==> config.mk <==
export PLATFORM = sky130hd
export DESIGN_NAME = watch_timekeeper
export DESIGN_NICKNAME = d
export VERILOG_FILES = /design/src/rtl/watch_timekeeper.sv
export SDC_FILE = /design/constraint.sdc
export NUM_CORES = 1
export LEC_CHECK = 0
export CAP_MARGIN = 10
export CORE_MARGIN = 3
export CORE_UTILIZATION = 49
export CTS_CLUSTER_DIAMETER = 200
export DETAILED_ROUTE_END_ITERATION = 8
export PLACE_DENSITY = 0.79
export SKIP_LAST_GASP = 1
export SYNTH_ARGS = -nofsm -noshare
export SYNTH_HDL_FRONTEND = slang
export SYNTH_SLANG_ARGS = --single-unit
==> constraint.sdc <==
create_clock -name clk -period 2.4 [get_ports clk]
set_input_delay 0.24 -clock clk [delete_from_list [all_inputs] [get_ports clk]]
set_output_delay 0.24 -clock clk [all_outputs]
set_load 0.02 [all_outputs]
==> src/rtl/watch_timekeeper.sv <==
// watch_timekeeper: binary seconds/minutes/hours timekeeper on a single clock.
// A built-in prescaler derives the seconds tick from clk. Supports run/stop,
// a validated load handshake and registered cascade carry pulses.
// Optional alarm comparator: define WATCH_ALARM_EN to add the alarm ports.
module watch_timekeeper #(
   parameter int unsigned PRESCALE = 32768,
   parameter int unsigned SEC_MAX  = 60,
   parameter int unsigned MIN_MAX  = 60,
   parameter int unsigned HOUR_MAX = 24
) (
   input  logic       clk,
   input  logic       rst,
   input  logic       run,
   input  logic       load_valid,
   output logic       load_ready,
   input  logic [5:0] load_sec,
   input  logic [5:0] load_min,
   input  logic [4:0] load_hour,
   output logic       load_err,
   output logic [5:0] sec,
   output logic [5:0] min,
   output logic [4:0] hour,
   output logic       sec_tick,
   output logic       min_carry,
   output logic       hour_carry,
   output logic       day_wrap
`ifdef WATCH_ALARM_EN
   ,
   input  logic       alarm_set,
   input  logic [5:0] alarm_min,
   input  logic [4:0] alarm_hour,
   input  logic       alarm_clr,
   output logic       alarm
`endif
);

   localparam int unsigned PW = (PRESCALE > 1) ? $clog2(PRESCALE) : 1;
   localparam logic [PW-1:0] PRE_LAST  = PW'(PRESCALE - 1);
   localparam logic [5:0]    SEC_LAST  = 6'(SEC_MAX - 1);
   localparam logic [5:0]    MIN_LAST  = 6'(MIN_MAX - 1);
   localparam logic [4:0]    HOUR_LAST = 5'(HOUR_MAX - 1);

   typedef enum logic [0:0] {StIdle, StBusy} state_e;

   state_e        r_state;
   state_e        w_state_nxt;

   logic [PW-1:0] r_presc;
   logic [5:0]    r_sec;
   logic [5:0]    r_min;
   logic [4:0]    r_hour;
   logic          r_sec_tick;
   logic          r_min_carry;
   logic          r_hour_carry;
   logic          r_day_wrap;
   logic          r_load_err;

   logic [PW-1:0] w_presc_nxt;
   logic [5:0]    w_sec_nxt;
   logic [5:0]    w_min_nxt;
   logic [4:0]    w_hour_nxt;
   logic          w_accept;
   logic          w_range_ok;
   logic          w_load_ok;
   logic          w_load_bad;
   logic          w_tick;
   logic          w_adv;
   logic          w_sec_wrap;
   logic          w_min_wrap;
   logic          w_hour_wrap;

   assign w_accept   = load_valid & load_ready;
   assign w_range_ok = ({1'b0, load_sec}  < 7'(SEC_MAX)) &&
                       ({1'b0, load_min}  < 7'(MIN_MAX)) &&
                       ({1'b0, load_hour} < 6'(HOUR_MAX));
   assign w_load_ok  = w_accept & w_range_ok;
   assign w_load_bad = w_accept & ~w_range_ok;

   // A good load overrides a coincident tick; a rejected load leaves time running.
   assign w_tick      = run & (r_presc == PRE_LAST);
   assign w_adv       = w_tick & ~w_load_ok;
   assign w_sec_wrap  = w_adv & (r_sec == SEC_LAST);
   assign w_min_wrap  = w_sec_wrap & (r_min == MIN_LAST);
   assign w_hour_wrap = w_min_wrap & (r_hour == HOUR_LAST);

   // Next prescaler and time values: load, cascade increment or hold
   always_comb begin
      w_presc_nxt = r_presc;
      w_sec_nxt   = r_sec;
      w_min_nxt   = r_min;
      w_hour_nxt  = r_hour;
      if (w_load_ok) begin
         w_presc_nxt = '0;
         w_sec_nxt   = load_sec;
         w_min_nxt   = load_min;
         w_hour_nxt  = load_hour;
      end else begin
         if (run) begin
            w_presc_nxt = (r_presc == PRE_LAST) ? '0 : r_presc + PW'(1);
         end
         if (w_adv) begin
            w_sec_nxt = w_sec_wrap ? 6'd0 : r_sec + 6'd1;
            if (w_sec_wrap) begin
               w_min_nxt = w_min_wrap ? 6'd0 : r_min + 6'd1;
            end
            if (w_min_wrap) begin
               w_hour_nxt = w_hour_wrap ? 5'd0 : r_hour + 5'd1;
            end
         end
      end
   end

   // Time, prescaler and registered pulse outputs
   always_ff @(posedge clk) begin
      if (rst) begin
         r_presc      <= '0;
         r_sec        <= '0;
         r_min        <= '0;
         r_hour       <= '0;
         r_sec_tick   <= 1'b0;
         r_min_carry  <= 1'b0;
         r_hour_carry <= 1'b0;
         r_day_wrap   <= 1'b0;
         r_load_err   <= 1'b0;
      end else begin
         r_presc      <= w_presc_nxt;
         r_sec        <= w_sec_nxt;
         r_min        <= w_min_nxt;
         r_hour       <= w_hour_nxt;
         r_sec_tick   <= w_adv;
         r_min_carry  <= w_sec_wrap;
         r_hour_carry <= w_min_wrap;
         r_day_wrap   <= w_hour_wrap;
         r_load_err   <= w_load_bad;
      end
   end

   // Load handshake state register
   always_ff @(posedge clk) begin
      if (rst) begin
         r_state <= StIdle;
      end else begin
         r_state <= w_state_nxt;
      end
   end

   // Load handshake next state: any accepted request costs one busy cycle
   always_comb begin
      w_state_nxt = r_state;
      unique case (r_state)
         StIdle:  if (load_valid) w_state_nxt = StBusy;
         StBusy:  w_state_nxt = StIdle;
         default: w_state_nxt = StIdle;
      endcase
   end

   // Load handshake outputs
   always_comb begin
      load_ready = (r_state == StIdle);
   end

   assign load_err   = r_load_err;
   assign sec        = r_sec;
   assign min        = r_min;
   assign hour       = r_hour;
   assign sec_tick   = r_sec_tick;
   assign min_carry  = r_min_carry;
   assign hour_carry = r_hour_carry;
   assign day_wrap   = r_day_wrap;

`ifdef WATCH_ALARM_EN
   logic       r_alarm_armed;
   logic [5:0] r_alarm_min;
   logic [4:0] r_alarm_hour;
   logic       r_alarm;
   logic       w_match;

   // Fires only when the time actually changes into hh:mm:00, not while it sits there
   assign w_match = r_alarm_armed & (w_load_ok | w_adv) & (w_sec_nxt == 6'd0) &
                    (w_min_nxt == r_alarm_min) & (w_hour_nxt == r_alarm_hour);

   // Alarm registers: a match takes priority over a coincident clear
   always_ff @(posedge clk) begin
      if (rst) begin
         r_alarm_armed <= 1'b0;
         r_alarm_min   <= '0;
         r_alarm_hour  <= '0;
         r_alarm       <= 1'b0;
      end else begin
         if (alarm_set) begin
            r_alarm_armed <= 1'b1;
            r_alarm_min   <= alarm_min;
            r_alarm_hour  <= alarm_hour;
         end
         if (w_match) begin
            r_alarm <= 1'b1;
         end else if (alarm_clr) begin
            r_alarm <= 1'b0;
         end
      end
   end

   assign alarm = r_alarm;
`endif

endmodule

==> summary.md, run 1 <==
| Metric | Value |
|---|---|
| Die height | `68.2 um` |
| Total Power | `0.00158 W` |
| First-pass GRT wire length | `7810 um` |
| Hold Path Depth | `2` |
| Post-CTS Setup Repair Bufs | `0` |
| Tcrit/Tclk final | `92.1%` |
| Initial drt markers | `133` |
| Crit path max fanout | `5` |
| WS Path Type | `reg2reg` |
| Status | `completed` |
| Async set-reset flop share out of synthesis | `0%` |
| Yosys reg bits | `38` |
| Leak pwr | `0.964 nW` |
| Number of I/O pins | `44` |
| Hold crit path type | `reg2reg` |
| Nets | `305` |
| Worst-Skew Late Latency | `300 ps` |
| Commonest non-fill, non-tap cell in the layout | `clkdlybuf4s50_1` |
| Fraction of layout cells with a size suffix above 1 | `9.61%` |
| Syn-to-layout area delta | `36.8%` |
| Fin Clk Skew | `8.00 ps` |
| Ranking of synthesized cells by area | `dfxtp_1 40%, nor2_1 7.5%, xor2_1 4.6%` |
| Power Density | `611 mW/mm2` |
| Setup_tns | `0 ps` |
| WP data arrival | `2430 ps` |
| Final setup vio count | `0` |
| Worst Tran Pin Value | `434 ps` |
| Post-route cell area | `0.00259 mm2` |
| Worst path required time | `2620 ps` |
| Global Route Usage Sum | `22.6%` |
| Cell count after synthesis | `224` |
| Finished Layout Cells | `327` |
| Period minus WS final | `2210 ps` |
| Vias | `1,836` |
| Area share of the largest cell type after synthesis | `40.2%` |
| Startpoint Class | `flip-flop` |
| Input/output buffers | `43` |
| Clock Sinks | `38` |
| YS warnings | `0` |
| H-tree lvl count | `2` |
| Initial antenna violation count | `0` |
| Dpl ws | `66.1 ps` |
| Largest area contributor in the netlist | `dfxtp_1` |
| Placed cell area | `0.00245 mm2` |
| Core ar. | `0.00352 mm2` |
| Drt first pass iters | `7` |
| # DRC | `0` |
| Post-DRT Antenna Nets | `0` |
| RSZ-0062 raised after global routing | `no` |
| Final Hold Fails | `0` |
| Max Buffers Root-to-Sink | `2` |
| Largest net degree at the start of global routing | `21` |
| Syn nets | `249` |
| Register area share after synthesis | `40.2%` |
| Endpoint class of the critical path | `flip-flop` |
| Area of the mapped netlist | `0.00189 mm2` |
| Full die area | `0.00465 mm2` |
| Total grt overflow | `0` |
| CTS root buf | `clkbuf_8` |
| Netlist cell types | `42` |
| PostCTS Resize Cnt | `0` |
| Maximum clock frequency | `453 MHz` |
| Initial Utilization | `53.8%` |
| Max VDD drop | `0.000541 V` |
| Cts bufs inserted | `5` |
| Clock-pin transition on the worst setup and hold timing paths | `80 ps` |
| Syn_area_per_cell | `8.46 um2` |
| Max-Cap Viols | `0` |
| WL final | `4620 um` |
| Worst reg-to-reg path cell count | `6` |
| Most frequent cells in the layout | `43 x clkdlybuf4s50_1, 38 x nor2_1, 38 x dfxtp_1` |
| Vias per cell | `5.61` |
| Ys flop type | `dfxtp_1` |
| CTS tree | `yes` |
| Fin. max-slew vios | `0` |
| Post-DP HPWL | `3340 um` |
| Worst Setup Slack, final | `190 ps` |
| Chip Width | `68.2 um` |
| Vias in the first global route | `1,767` |
| Gpl congestion | `0.892` |
| Relative slew slack | `71.0%` |
| Number of flops mapped to enable cells by yosys | `0` |
| WL/cell | `14.1 um` |
| Site row count | `21` |
| Hold buffer count at CTS | `0` |
| Placed cells | `319` |
| N_diodes | `0` |
-- path summary, 6_finish.rpt --
| check | endpoint | slack, ps | startpoint |
|---|---|---|---|
| setup reg to reg | min[4] | 190 | r_presc[0] |
| hold reg to reg | r_presc[14] | 480 | r_presc[14] |
| setup / recovery | min[4] | 190 | r_presc[0] |
| hold / removal | r_presc[14] | 480 | r_presc[14] |
-- cells by family (layout without fill, tap and decap cells) --
| family | after synthesis | after routing | share of synthesized area [%] |
|---|---|---|---|
| AND/OR/NAND/NOR | 111 | 111 | 31.3 |
| flip-flops | 38 | 38 | 40.2 |
| adder cells (fa/ha/maj) | 4 | 4 | 2.64 |
| multiplexers | 4 | 4 | 2.18 |
| XOR/XNOR | 13 | 13 | 6.01 |
| AO/OA/AOI/OAI | 43 | 43 | 15.5 |
| buffers and inverters | 11 | 68 | 2.25 |
-- metal layers --
metal | wire [um] | up-vias | track usage, %
li1 | - | 934 | -
met1 | 2100 | 847 | 26.9
met2 | 2190 | 48 | 38.0
met3 | 253 | 7 | 6.90
met4 | 76 | 0 | 8.44
met5 | 0 | - | 0
-- where the power goes --
group	switching [W]	internal (W)	total, W
logic	0.000102	0.000110	0.000212
clock network	0.000235	0.000443	0.000678
registers	0.0000351	0.000656	0.000692
-- synthesized netlist by cell type, drive strengths merged (4+ instances only) --
library cell	count
xor2	10
o21ai	7
a21oi	9
dfxtp	38
ha	4
or3	5
nand3	12
a211oi	9
nor3	8
nor2	38
nand2	21
inv	5
nand4	8
a311oi	6
clkbuf	5
-- registers in the layout, indices dropped and copies added (netlist names) --
signal / flops
r_presc: 15
r_state: 1
min_carry: 1
hour: 5
load_err: 1
day_wrap: 1
sec_tick: 1
min: 6
hour_carry: 1
sec: 6
-- layout make-up --
class | count | area, um2
clock inverter | 2 | 60.1
inverter | 5 | 18.8
clock buffer | 6 | 82.6
timing repair buffer | 55 | 520
fill | 286 | 930
multi-input combinational | 175 | 1090
tap | 46 | 57.6
sequential | 38 | 761
-- metrics by stage --
step	hold slack, ps	util (%)
2_1_floorplan	376	-
3_3_place_gp	455	69.5
3_5_place_dp	463	69.5
4_1_cts	479	73.6
5_1_grt	536	73.6
6_report	478	73.6
-- critical path, stage by stage, from the launching register on --
cell	delay (ps)
dfxtp_1	370
ha_1	270
nand4_4	140
or4_1	670
nor3_4	300
nand4_1	120
a311oi_1	250
Power figures use the tool's default switching activity.
==> inputs of run 2 (changes only) <==
--- a/config.mk
+++ b/config.mk
@@ -10,8 +10,9 @@
 export CORE_UTILIZATION = 49
 export CTS_CLUSTER_DIAMETER = 200
 export DETAILED_ROUTE_END_ITERATION = 8
-export PLACE_DENSITY = 0.79
+export PLACE_DENSITY = 0.75
 export SKIP_LAST_GASP = 1
+export SLEW_MARGIN = 0
 export SYNTH_ARGS = -nofsm -noshare
 export SYNTH_HDL_FRONTEND = slang
 export SYNTH_SLANG_ARGS = --single-unit
==> run 2 against run 1 <==
Register-to-register slack lost 40 ps. Worst setup slack lost 42 ps. Power shrank 14%. Via count is essentially flat. Critical path depth is the same. Routed wire length grew 2.4%. Non-clock buffer count grew 2. Sequential share of layout area grew 0.36 points. Fmax shrank 1.9%. Clock skew is essentially flat. Hold slack gained 9.9 ps. Critical path type unchanged. Largest power group unchanged.
==> summary.md, run 2 (synthesis gave the netlist of run 1 again) <==
| Metric | Value |
|---|---|
| Fin. max-slew vios | `0` |
| HP Start | `r_presc[14]` |
| Fin util | `72.7%` |
| Clock Sinks | `38` |
| Largest net degree at the start of global routing | `21` |
| N_diodes | `0` |
| Syn-to-layout area delta | `35.1%` |
| Final setup vio count | `0` |
| Leak pwr | `0.949 nW` |
| Fraction of layout cells with a size suffix above 1 | `10.2%` |
| WP data arrival | `2450 ps` |
| Core ar. | `0.00352 mm2` |
| Status | `completed` |
| Drt first pass iters | `5` |
| Max Buffers Root-to-Sink | `2` |
| Commonest non-fill, non-tap cell in the layout | `clkdlybuf4s50_1` |
| Fin Clk Skew | `8.21 ps` |
| Vias per cell | `5.58` |
| Largest Register | `r_presc` |
| H-tree lvl count | `2` |
| Maximum clock frequency | `444 MHz` |
| Tcrit/Tclk final | `93.8%` |
| Nets | `307` |
| WL/cell | `14.4 um` |
| Hold crit path type | `reg2reg` |
| Gpl congestion | `0.848` |
| Chip Width | `68.2 um` |
| Die height | `68.2 um` |
| Worst-Skew Late Latency | `290 ps` |
| Critical Path Max Stage Delay | `660 ps` |
| Initial Utilization | `53.8%` |
| Clock-pin transition on the worst setup and hold timing paths | `80 ps` |
| Total grt overflow | `0` |
| Total Power | `0.00136 W` |
| Input/output buffers | `43` |
| Worst path required time | `2590 ps` |
| Most frequent cells in the layout | `43 x clkdlybuf4s50_1, 38 x nor2_1, 38 x dfxtp_1` |
| Hold buffer count at CTS | `0` |
| Crit path max fanout | `5` |
| Power Density | `531 mW/mm2` |
| Worst Tran Pin Value | `437 ps` |
| Max FFs per register | `15` |
| Endpoint class of the critical path | `flip-flop` |
| Cts bufs inserted | `5` |
| Fill cell count | `308` |
| CTS tree | `yes` |
| CP Cell Sequence | `ha_1, nand4_4, or4_1, nor3_4, nand4b_1, a311oi_1` |
| Post-DRT Antenna Nets | `0` |
| Initial antenna violation count | `0` |
| First-pass GRT wire length | `7950 um` |
| Initial drt markers | `78` |
| Vias in the first global route | `1,749` |
| Max VDD drop | `0.000590 V` |
| Period minus WS final | `2250 ps` |
| Max-Cap Viols | `0` |
| Final Hold Fails | `0` |
| Worst setup path start | `r_presc[0]` |
| WS Path Type | `reg2reg` |
| Full die area | `0.00465 mm2` |
| Post-DP HPWL | `3520 um` |
| Global Route Usage Sum | `22.7%` |
| # DRC | `0` |
| WL final | `4730 um` |
| Number of I/O pins | `44` |
| Site row count | `21` |
| Startpoint Class | `flip-flop` |
| Worst path slowest cell | `or4_1` |
| Relative slew slack | `70.7%` |
| RSZ-0062 raised after global routing | `no` |
| Vias | `1,837` |
| Worst R2R Start | `r_presc[0]` |
| CTS root buf | `clkbuf_8` |
## run 2: path summary, 6_finish.rpt
check	end	slack, ps	cells after the start
setup / recovery	min[2]	150	6
hold reg to reg	r_presc[14]	490	2
hold / removal	r_presc[14]	490	2
setup reg to reg	min[2]	150	6
## run 2: stage by stage
step / instance area, um2 / setup TNS, ps / hold WS [ps] / setup WS, ps / instances
2_1_floorplan: 1890 / 0 / 376 / 184 / 224
3_3_place_gp: 2460 / 0 / 458 / 18.9 / 321
3_5_place_dp: 2460 / -140 / 476 / -112 / 321
4_1_cts: 2550 / 0 / 489 / 39.0 / 329
5_1_grt: 2560 / 0 / 530 / 19.0 / 329
6_report: 2560 / 0 / 488 / 148 / 329
## run 2: routing by layer
metal	routed length, um	share of wire, %	track usage, %	vias to the layer above
li1	-	-	-	929
met1	2150	45	28.5	862
met2	2340	49	38.0	42
met3	202	4.3	5.75	4
met4	43	0.91	6.95	0
met5	0	0	0	-
## run 2: cell type report
type                    instances  area, um2  area share [%]
clock buffers                   7       86.3            3.37
well taps                      46       57.6            2.25
repair buffers                 57        536            20.9
clock inverters                 1       5.00           0.196
inverters                       5       18.8           0.733
flip-flops and latches         38        761            29.7
multi-input cells             175       1100            42.8
## run 2: power breakdown
part           switching [W]  internal, W
clock               0.000222     0.000232
sequential         0.0000357     0.000657
combinational       0.000103     0.000111
## run 2: timing repair
| item | in CTS | in global routing |
|---|---|---|
| endpoints found under the setup margin | 0 | 3 |
| resized for setup | 0 | 1 |
| buffers inserted | 0 | 0 |
## run 2: worst max-delay path, delay by kind of cell (launching register included)
family          cells  cell delay [ps]
simple gates        4             1230
compound gates      1              290
flops               1              370
fa+ha+maj           1              270
==> inputs of run 3 (changes only) <==
--- a/config.mk
+++ b/config.mk
@@ -5,12 +5,13 @@
 export SDC_FILE = /design/constraint.sdc
 export NUM_CORES = 1
 export LEC_CHECK = 0
-export CAP_MARGIN = 10
+export CAP_MARGIN = 30
 export CORE_MARGIN = 3
-export CORE_UTILIZATION = 49
+export CORE_UTILIZATION = 51
+export CTS_BUF_LIST = sky130_fd_sc_hd__clkbuf_8
 export CTS_CLUSTER_DIAMETER = 200
 export DETAILED_ROUTE_END_ITERATION = 8
-export PLACE_DENSITY = 0.75
+export PLACE_DENSITY = 0.77
 export SKIP_LAST_GASP = 1
 export SLEW_MARGIN = 0
 export SYNTH_ARGS = -nofsm -noshare
==> run 3 against run 2 <==
Final cell count is the same. Fmax increased by 2.7%. Worst setup slack improved by 60 ps. Clock-buffer cell count fell by 1. Clock power is 1% lower. Critical path type unchanged. Combinational power about the same. Power down 0.36%. First-iteration DRC count increased by 55%.
==> summary.md, run 3 (synthesis gave the netlist of run 1 again) <==
| Metric | Value |
|---|---|
| Max FFs per register | `15` |
| RSZ-0062 raised after global routing | `no` |
| Minimum hold slack | `491 ps` |
| Area of the multi-input gates | `0.00109 mm2` |
| Power Density | `530 mW/mm2` |
| Length of routed met2 wiring | `1960 um` |
| Worst Tran Pin Value | `453 ps` |
| Max layer used | `met4` |
| Full die area | `0.00448 mm2` |
| Input/output buffers | `43` |
| Post-DRT Antenna Nets | `0` |
| Placed cells | `321` |
| Critical Path Max Stage Delay | `670 ps` |
| Hold buffer count at CTS | `0` |
| Setup_tns | `0 ps` |
| Core ar. | `0.00347 mm2` |
| Leak pwr | `0.956 nW` |
| Maximum clock frequency | `456 MHz` |
| Tcrit/Tclk final | `91.3%` |
| Startpoint Class | `flip-flop` |
| Worst path slowest cell | `or4_1` |
| Met3 Wirelength | `289 um` |
| Die height | `66.9 um` |
| CTS tree | `yes` |
| Max Buffers Root-to-Sink | `2` |
| Commonest non-fill, non-tap cell in the layout | `clkdlybuf4s50_1` |
| Drt first pass iters | `4` |
| WL final | `4560 um` |
| Worst Setup Slack, final | `208 ps` |
| Finished Layout Cells | `329` |
| Total Power | `0.00136 W` |
| WS Path Type | `reg2reg` |
| Cts bufs inserted | `5` |
| Syn-to-layout area delta | `34.9%` |
| Endpoint class of the critical path | `flip-flop` |
| Initial drt markers | `121` |
| Clock-pin transition on the worst setup and hold timing paths | `70 ps` |
| Max-Cap Viols | `0` |
| Relative slew slack | `69.6%` |
| PostCTS Resize Cnt | `0` |
| WL/cell | `13.9 um` |
| Gpl congestion | `0.877` |
| Total grt overflow | `0` |
| M1 wire length | `2260 um` |
| Nets | `307` |
| N_diodes | `0` |
| Initial Utilization | `54.6%` |
| CP Cell Sequence | `ha_1, nand4_4, or4_1, nor3_4, nand4_1, a311oi_1` |
| Period minus WS final | `2190 ps` |
| # DRC | `0` |
| Vias per cell | `5.59` |
| Final setup vio count | `0` |
| Fin Clk Skew | `4.86 ps` |
| Vias in the first global route | `1,630` |
| Most frequent cells in the layout | `43 x clkdlybuf4s50_1, 38 x nor2_1, 38 x dfxtp_1` |
| Dpl ws | `64.3 ps` |
| Vias | `1,840` |
| Worst-Skew Late Latency | `290 ps` |
| Worst path required time | `2600 ps` |
| CTS root buf | `clkbuf_8` |
| Post-CTS Setup Repair Bufs | `0` |
| Clock Sinks | `38` |
| Fin. max-slew vios | `0` |
| Max VDD drop | `0.000363 V` |
| Site row count | `21` |
| Status | `completed` |
| Final Hold Fails | `0` |
| Fraction of layout cells with a size suffix above 1 | `9.89%` |
| Largest net degree at the start of global routing | `16` |
| Post-DP HPWL | `3410 um` |
| Crit path max fanout | `5` |
| First-pass GRT wire length | `7430 um` |
| Area occupied by registers | `761 um2` |
| Largest Register | `r_presc` |
| Global Route Usage Sum | `21.8%` |
| Chip Width | `66.9 um` |
| Fill cell count | `303` |
| Hold crit path type | `reg2reg` |
| WP data arrival | `2390 ps` |
| H-tree lvl count | `2` |
| Initial antenna violation count | `0` |
| Number of I/O pins | `44` |
## run 3: routing by layer
layer  track usage [%]  vias to the layer above
li1                  -                      935
met1              30.0                      837
met2              33.5                       62
met3              6.07                        6
met4              5.32                        0
met5                 0                        -
## run 3: area by class of cell
| type | count | share of cell area [%] |
|---|---|---|
| Multi-Input combinational cell | 175 | 42.7 |
| Timing Repair Buffer | 57 | 21.0 |
| Clock buffer | 6 | 3.23 |
| Tap cell | 46 | 2.25 |
| Inverter | 5 | 0.735 |
| Clock inverter | 2 | 0.343 |
| Sequential cell | 38 | 29.8 |
## run 3: critical path, delay by kind of cell, from the launching register on
family          cells  cell delay, ps
fa+ha+maj           1             240
simple gates        4            1240
flops               1             370
compound gates      1             260
## run 3: path summary, 6_finish.rpt
kind | startpoint | end | slack, ps | cells after the start
max | r_presc[0] | min[4] | 210 | 6
min | r_presc[14] | r_presc[14] | 490 | 2
max reg2reg | r_presc[0] | min[4] | 210 | 6
min reg2reg | r_presc[14] | r_presc[14] | 490 | 2
## run 3: stage by stage
| step | instance area (um2) | util (%) |
|---|---|---|
| after global routing | 2550 | 73.7 |
| after global placement | 2460 | 71.0 |
| final | 2550 | 73.7 |
| after CTS | 2550 | 73.7 |
| after detailed placement | 2460 | 71.0 |
| after floorplan | 1890 | - |
## run 3: where the power goes
| group | leakage, nW | internal (W) | switching [W] | total [W] |
|---|---|---|---|---|
| registers | 0.310 | 0.000657 | 0.0000334 | 0.000690 |
| logic | 0.594 | 0.000111 | 0.000105 | 0.000216 |
| clock network | 0.0524 | 0.000228 | 0.000222 | 0.000449 |
==> RTL change 1: new RTL, config.mk and constraints of run 2 <==
Build with the macro `WATCH_ALARM_EN` defined.
--- a/src/rtl/watch_timekeeper.sv
+++ b/src/rtl/watch_timekeeper.sv
@@ -4,2 +4,4 @@
 // Optional alarm comparator: define WATCH_ALARM_EN to add the alarm ports.
+`define WATCH_ALARM_EN
+
 module watch_timekeeper #(
Interface: changed (5 added); port bits go from 44 to 58. No check against the original RTL was run, so the function may have changed too.
==> RTL change 1 against run 2 <==
Power grew 39%. Core utilization grew 2.4 points. Sequential cell count grew 13. The flow now finishes with violations (setup timing). Cell count grew 64%. Global-route usage grew 2.5 points. Synthesized area grew 54%. Worst setup slack lost 0.26 ns. Wire length grew 88%. Cell area grew 65%. Critical path type unchanged. Worst hold slack gained 0.013 ns.
==> RTL change 1: results (changes against run 2) <==
- The maximum fanout along the worst path is 4 (was 5).
- The number of flip-flops in the largest register came to 15 (unchanged).
- The post-layout worst setup margin is -0.114 ns (was 0.148 ns).
- The arrival time of the worst setup path is 2.76 ns (was 2.45 ns).
- The later-pin clock latency in the skew report is 0.31 ns (was 0.29 ns).
- The number of distinct standard cells referenced by the synthesized netlist was 61 (was 42).
- The layout net count is 507 (was 307).
- The post-synth net total is 391 (was 249).
- The count of port buffers added during placement is 57 (was 43).
- The weighted congestion at the end of routability-driven global placement is 0.883 (was 0.848).
- The detailed-route wire length per cell is 16.5 um (was 14.4 um).
- The adder-cell share of the synthesized area is 0.0171 (was 0.0264).
- The largest net degree at the start of global routing was 35 (was 21).
- The leakage power of the design is 1.67 nW (was 0.949 nW).
- The met3 demand-to-capacity share in global routing is 0.0466 (was 0.0575).
- The internal power was 1.34 mW (was 1000 uW).
- The clock network power consumption was 504 uW (was 454 uW).
- The clock skew after layout is 0.00624 ns (was 0.00821 ns).
- The number of buffers added by the clock tree synthesis step is 5 (unchanged).
- The maximum count of clock buffers along a single path is 2 (unchanged).
- The final reports fail on setup timing.
- The total instance count after detailed placement is 533 (was 321).
- The met2 track utilization from global routing is 0.399 (was 0.380).
- The share of synthesized registers carrying an async set or reset is 0 (unchanged).
- The share of synthesized area spent on multiplexers came to 0.0489 (was 0.0218).
- The warning count from the yosys run is 0 (unchanged).
- Outcome: finished, violations left (was complete, no violations).
- The fraction of final layout cells sized beyond drive strength 1 was 0.247 (was 0.102).
- The transition time of the tightest slew-check pin is 0.672 ns (was 0.437 ns).
- The total global-route track usage is 0.252 (was 0.227).
- The gate count after technology mapping was 353 (was 224).
- The number of global-route vias before repair is 2984 (was 1749).
- The final-report setup violation count is 1 (was 0).
- The detailed-route vias per instance is 5.80 (was 5.58).
- The initial detailed-routing violation count is 200 (was 78).
- Most numerous cell types in the synthesized netlist: sky130_fd_sc_hd__nor2_1, sky130_fd_sc_hd__dfxtp_1, sky130_fd_sc_hd__nand2_1 (was sky130_fd_sc_hd__dfxtp_1, sky130_fd_sc_hd__nor2_1, sky130_fd_sc_hd__nand2_1).
- The global-route met1 utilization is 0.343 (was 0.285).
- The share of the yosys chip area belonging to registers was 0.350 (was 0.402).
- Biggest area contributors in the synthesized netlist: sky130_fd_sc_hd__dfxtp_1, sky130_fd_sc_hd__nor2_1, sky130_fd_sc_hd__xor2_1 (unchanged).
- The number of failing hold endpoints at the final stage is 0 (unchanged).
- The final total negative setup slack is -0.114 ns (was 0 ns).
- The register share of total power came to 0.497 (was 0.509).
- The worst-case vdd ir drop was 328 uV (was 590 uV).
- The global-route wire length before repair is 14300 um (was 7950 um).
- The fill cell total of the finished layout is 429 (was 308).
- The synthesized-area fraction occupied by ao, oa, aoi and oai cells is 0.156 (was 0.155).
- The xor and xnor fraction of the mapped netlist area was 0.0870 (was 0.0601).
- The worst hold path class is reg2reg (unchanged).
- The final routed wirelength across all metal layers was 8910 um (was 4730 um).
- The antenna diode count is 0 (unchanged).
- The number of antenna violations at the first check in global routing came to 0 (unchanged).
- The estimated wirelength of the detail-placed design is 6670 um (was 3520 um).
-- RTL change 1: cell types whose count changed after synthesis, sizes merged, moves of 5 or more --
cell / change
xor2: +6
inv: +5
nand4: +10
nor4: +6
nor2: +21
xnor2: +10
clkbuf: +7
a211oi: -6
dfxtp: +13
mux2i: +9
-- RTL change 1: cell type report --
type | instances | area [sq um] | share of cell area
clock buffers | 6 | 82.6 | 0.0195
flip-flops and latches | 51 | 1040 | 0.245
clock inverters | 1 | 5.00 | 0.00118
well taps | 72 | 90.1 | 0.0213
repair buffers | 125 | 1080 | 0.255
multi-input cells | 276 | 1900 | 0.449
inverters | 10 | 37.5 | 0.00886
-- RTL change 1: per-layer routing --
metal / vias up / wire [um]
li1: 1510 / -
met3: 25 / 584
met2: 165 / 4010
met4: 0 / 223
met5: - / 0
met1: 1440 / 4090
-- RTL change 1: worst max-delay path, cell delays in order (launching register included) --
cell and delay (ns):
sky130_fd_sc_hd__dfxtp_2 0.36, sky130_fd_sc_hd__ha_4 0.16, sky130_fd_sc_hd__nand4_4 0.13, sky130_fd_sc_hd__or4_4 0.46, sky130_fd_sc_hd__a21o_1 0.18, sky130_fd_sc_hd__a211o_1 0.34, sky130_fd_sc_hd__o21bai_2 0.21, sky130_fd_sc_hd__o41ai_2 0.35
sky130_fd_sc_hd__nand4_1 0.14, sky130_fd_sc_hd__o21ai_1 0.13
-- RTL change 1: worst paths after layout --
kind | from | to | cells after the start
worst max-delay path | r_presc[1] | alarm | 9
worst min-delay path | r_alarm_armed | r_alarm_armed | 2
worst max register to register | r_presc[1] | alarm | 9
worst min register to register | r_alarm_armed | r_alarm_armed | 2
-- RTL change 1: logic make-up (layout without fill, tap and decap cells) --
family	Yosys count	in the layout
AND/OR/NAND/NOR	165	166
flip-flops	51	51
XOR/XNOR	29	29
adder cells (fa/ha/maj)	4	4
AO/OA/AOI/OAI	63	63
buffers and inverters	27	142
multiplexers	14	14
-- RTL change 1: what timing repair did --
| action | CTS | global route |
|---|---|---|
| resized for setup | 5 | 8 |
| hold buffers | 0 | 0 |
| endpoints found under the hold margin | 0 | 0 |
| cloned | 1 | 0 |
| setup endpoints to repair | 1 | 2 |
| pin swaps | 2 | 2 |
-- RTL change 1: metrics by stage --
| stage | area [sq um] | utilization | setup slack [ns] | hold slack [ns] | total power, mW |
|---|---|---|---|---|---|
| 3_5_place_dp | 4080 | 0.724 | -0.396 | 0.489 | 1.39 |
| 2_1_floorplan | 3010 | - | -0.0118 | 0.376 | 1.18 |
| 6_report | 4240 | 0.751 | -0.114 | 0.501 | 1.89 |
| 3_3_place_gp | 4080 | 0.724 | -0.266 | 0.449 | 1.38 |
| 5_1_grt | 4240 | 0.751 | -0.238 | 0.537 | 1.97 |
| 4_1_cts | 4210 | 0.745 | -0.0878 | 0.502 | 1.89 |
==> RTL change 2: new RTL, settings of run 2 <==
Without the edit above. Put one more register stage on the output `load_err`, cleared by the reset. The value now appears one clock later. The other outputs are not delayed to match.
--- a/src/rtl/watch_timekeeper.sv
+++ b/src/rtl/watch_timekeeper.sv
@@ -161,3 +161,9 @@
 
-   assign load_err   = r_load_err;
+   always_ff @(posedge clk) begin
+      if (rst) begin
+         load_err <= '0;
+      end else begin
+         load_err <= r_load_err;
+      end
+   end
    assign sec        = r_sec;
Formal check against the unedited RTL: not equivalent (Yosys sat finds a counterexample within 4 cycles, from zero or initial values and one cycle with rst high).
==> RTL change 2 against run 2 <==
Sequential cell count rose by 1. Core utilization fell by 4.5 points. Clock power is 9.9% higher. Sequential share of layout area rose by 0.84 points. Power increased by 4.7%. Worst setup slack improved by 0.14 ns. Cell count fell by 3.6%. Synthesized area up 2.2%. Clock skew is 0.0045 ns lower. Cell area shrank 0.20%. Wire length shrank 5.6%. Critical path type unchanged.
==> RTL change 2: results (changes against run 2) <==
- The flip-flop and latch area came to 781 sq um (was 761 sq um).
- The worst hold margin came to 0.432 ns (was 0.488 ns).
- The synthesized-area fraction occupied by ao, oa, aoi and oai cells is 0.130 (was 0.155).
- The layout sequential cell count is 39 (was 38).
- The maximum fanout along the worst path is 8 (was 5).
- The detailed-route vias per instance came to 5.49 (was 5.58).
- The total global-route track usage is 0.207 (was 0.227).
- The global-route wire length before repair came to 7330 um (was 7950 um).
- Outcome: complete, no violations (unchanged).
- The end point of the worst hold path is r_state (was r_presc[14]).
- Most numerous cell types in the synthesized netlist: sky130_fd_sc_hd__nor2_1, sky130_fd_sc_hd__dfxtp_1, sky130_fd_sc_hd__nand2_1 (was sky130_fd_sc_hd__dfxtp_1, sky130_fd_sc_hd__nor2_1, sky130_fd_sc_hd__nand2_1).
- The sequential cell area share was 0.306 (was 0.297).
- The share of the yosys chip area belonging to registers is 0.403 (was 0.402).
- The origin of the worst min-delay path is r_state (was r_presc[14]).
- The post-placement setup slack is 0.186 ns (was -0.112 ns).
- The met2 track utilization from global routing is 0.318 (was 0.380).
- The fraction of area in clock buffers and inverters is 0.0406 (was 0.0357).
- The cell count of the worst reg-to-reg path is 7 (was 6).
- The clock skew after layout is 0.00370 ns (was 0.00821 ns).
- The length of the first detailed-routing pass in iterations is 4 (was 5).
- The global-route met1 utilization was 0.277 (was 0.285).
- The initial detailed-routing violation count is 119 (was 78).
- The fraction of final layout cells sized beyond drive strength 1 came to 0.0929 (was 0.102).
- The per-instance average area after synthesis is 8.84 sq um (was 8.46 sq um).
- The layout net count is 293 (was 307).
- The largest net degree at the start of global routing is 37 (was 21).
- The post-layout worst setup margin is 0.293 ns (was 0.148 ns).
- The number of distinct standard cells referenced by the synthesized netlist is 44 (was 42).
- The post-synth net total came to 244 (was 249).
- The weighted congestion at the end of routability-driven global placement is 0.874 (was 0.848).
- The cell with the largest stage delay on the worst path is sky130_fd_sc_hd__nor4_4 (was sky130_fd_sc_hd__or4_1).
- The estimated wirelength of the detail-placed design was 3240 um (was 3520 um).
- The number of cells in the finished layout apart from fillers is 317 (was 329).
- The wire length on met2 was 2030 um (was 2340 um).
RTL change 2: cell types whose count changed in the layout (fill, tap and decap cells not counted), sizes merged, moves of 3 or more:
cell | before | now
nand2 | 21 | 13
nor3 | 8 | 5
a21oi | 9 | 2
buf | 14 | 8
nand4 | 8 | 11
nor2b | 2 | 5
RTL change 2: worst reg2reg max path, delay by kind of cell, from the launching register on:
| kind | cells | cell delay [ns] |
|---|---|---|
| buffers and inverters | 1 | 0.22 |
| and+or+nand+nor | 4 | 0.94 |
| DFF | 1 | 0.37 |
| AOI/OAI and AO/OA | 1 | 0.26 |
| adders and majority gates | 1 | 0.23 |
RTL change 2: power by group:
part	switching (mW)	total, mW	internal (mW)
logic	0.104	0.217	0.113
clock network	0.238	0.499	0.261
registers	0.0327	0.708	0.675
total	0.374	1.42	1.05
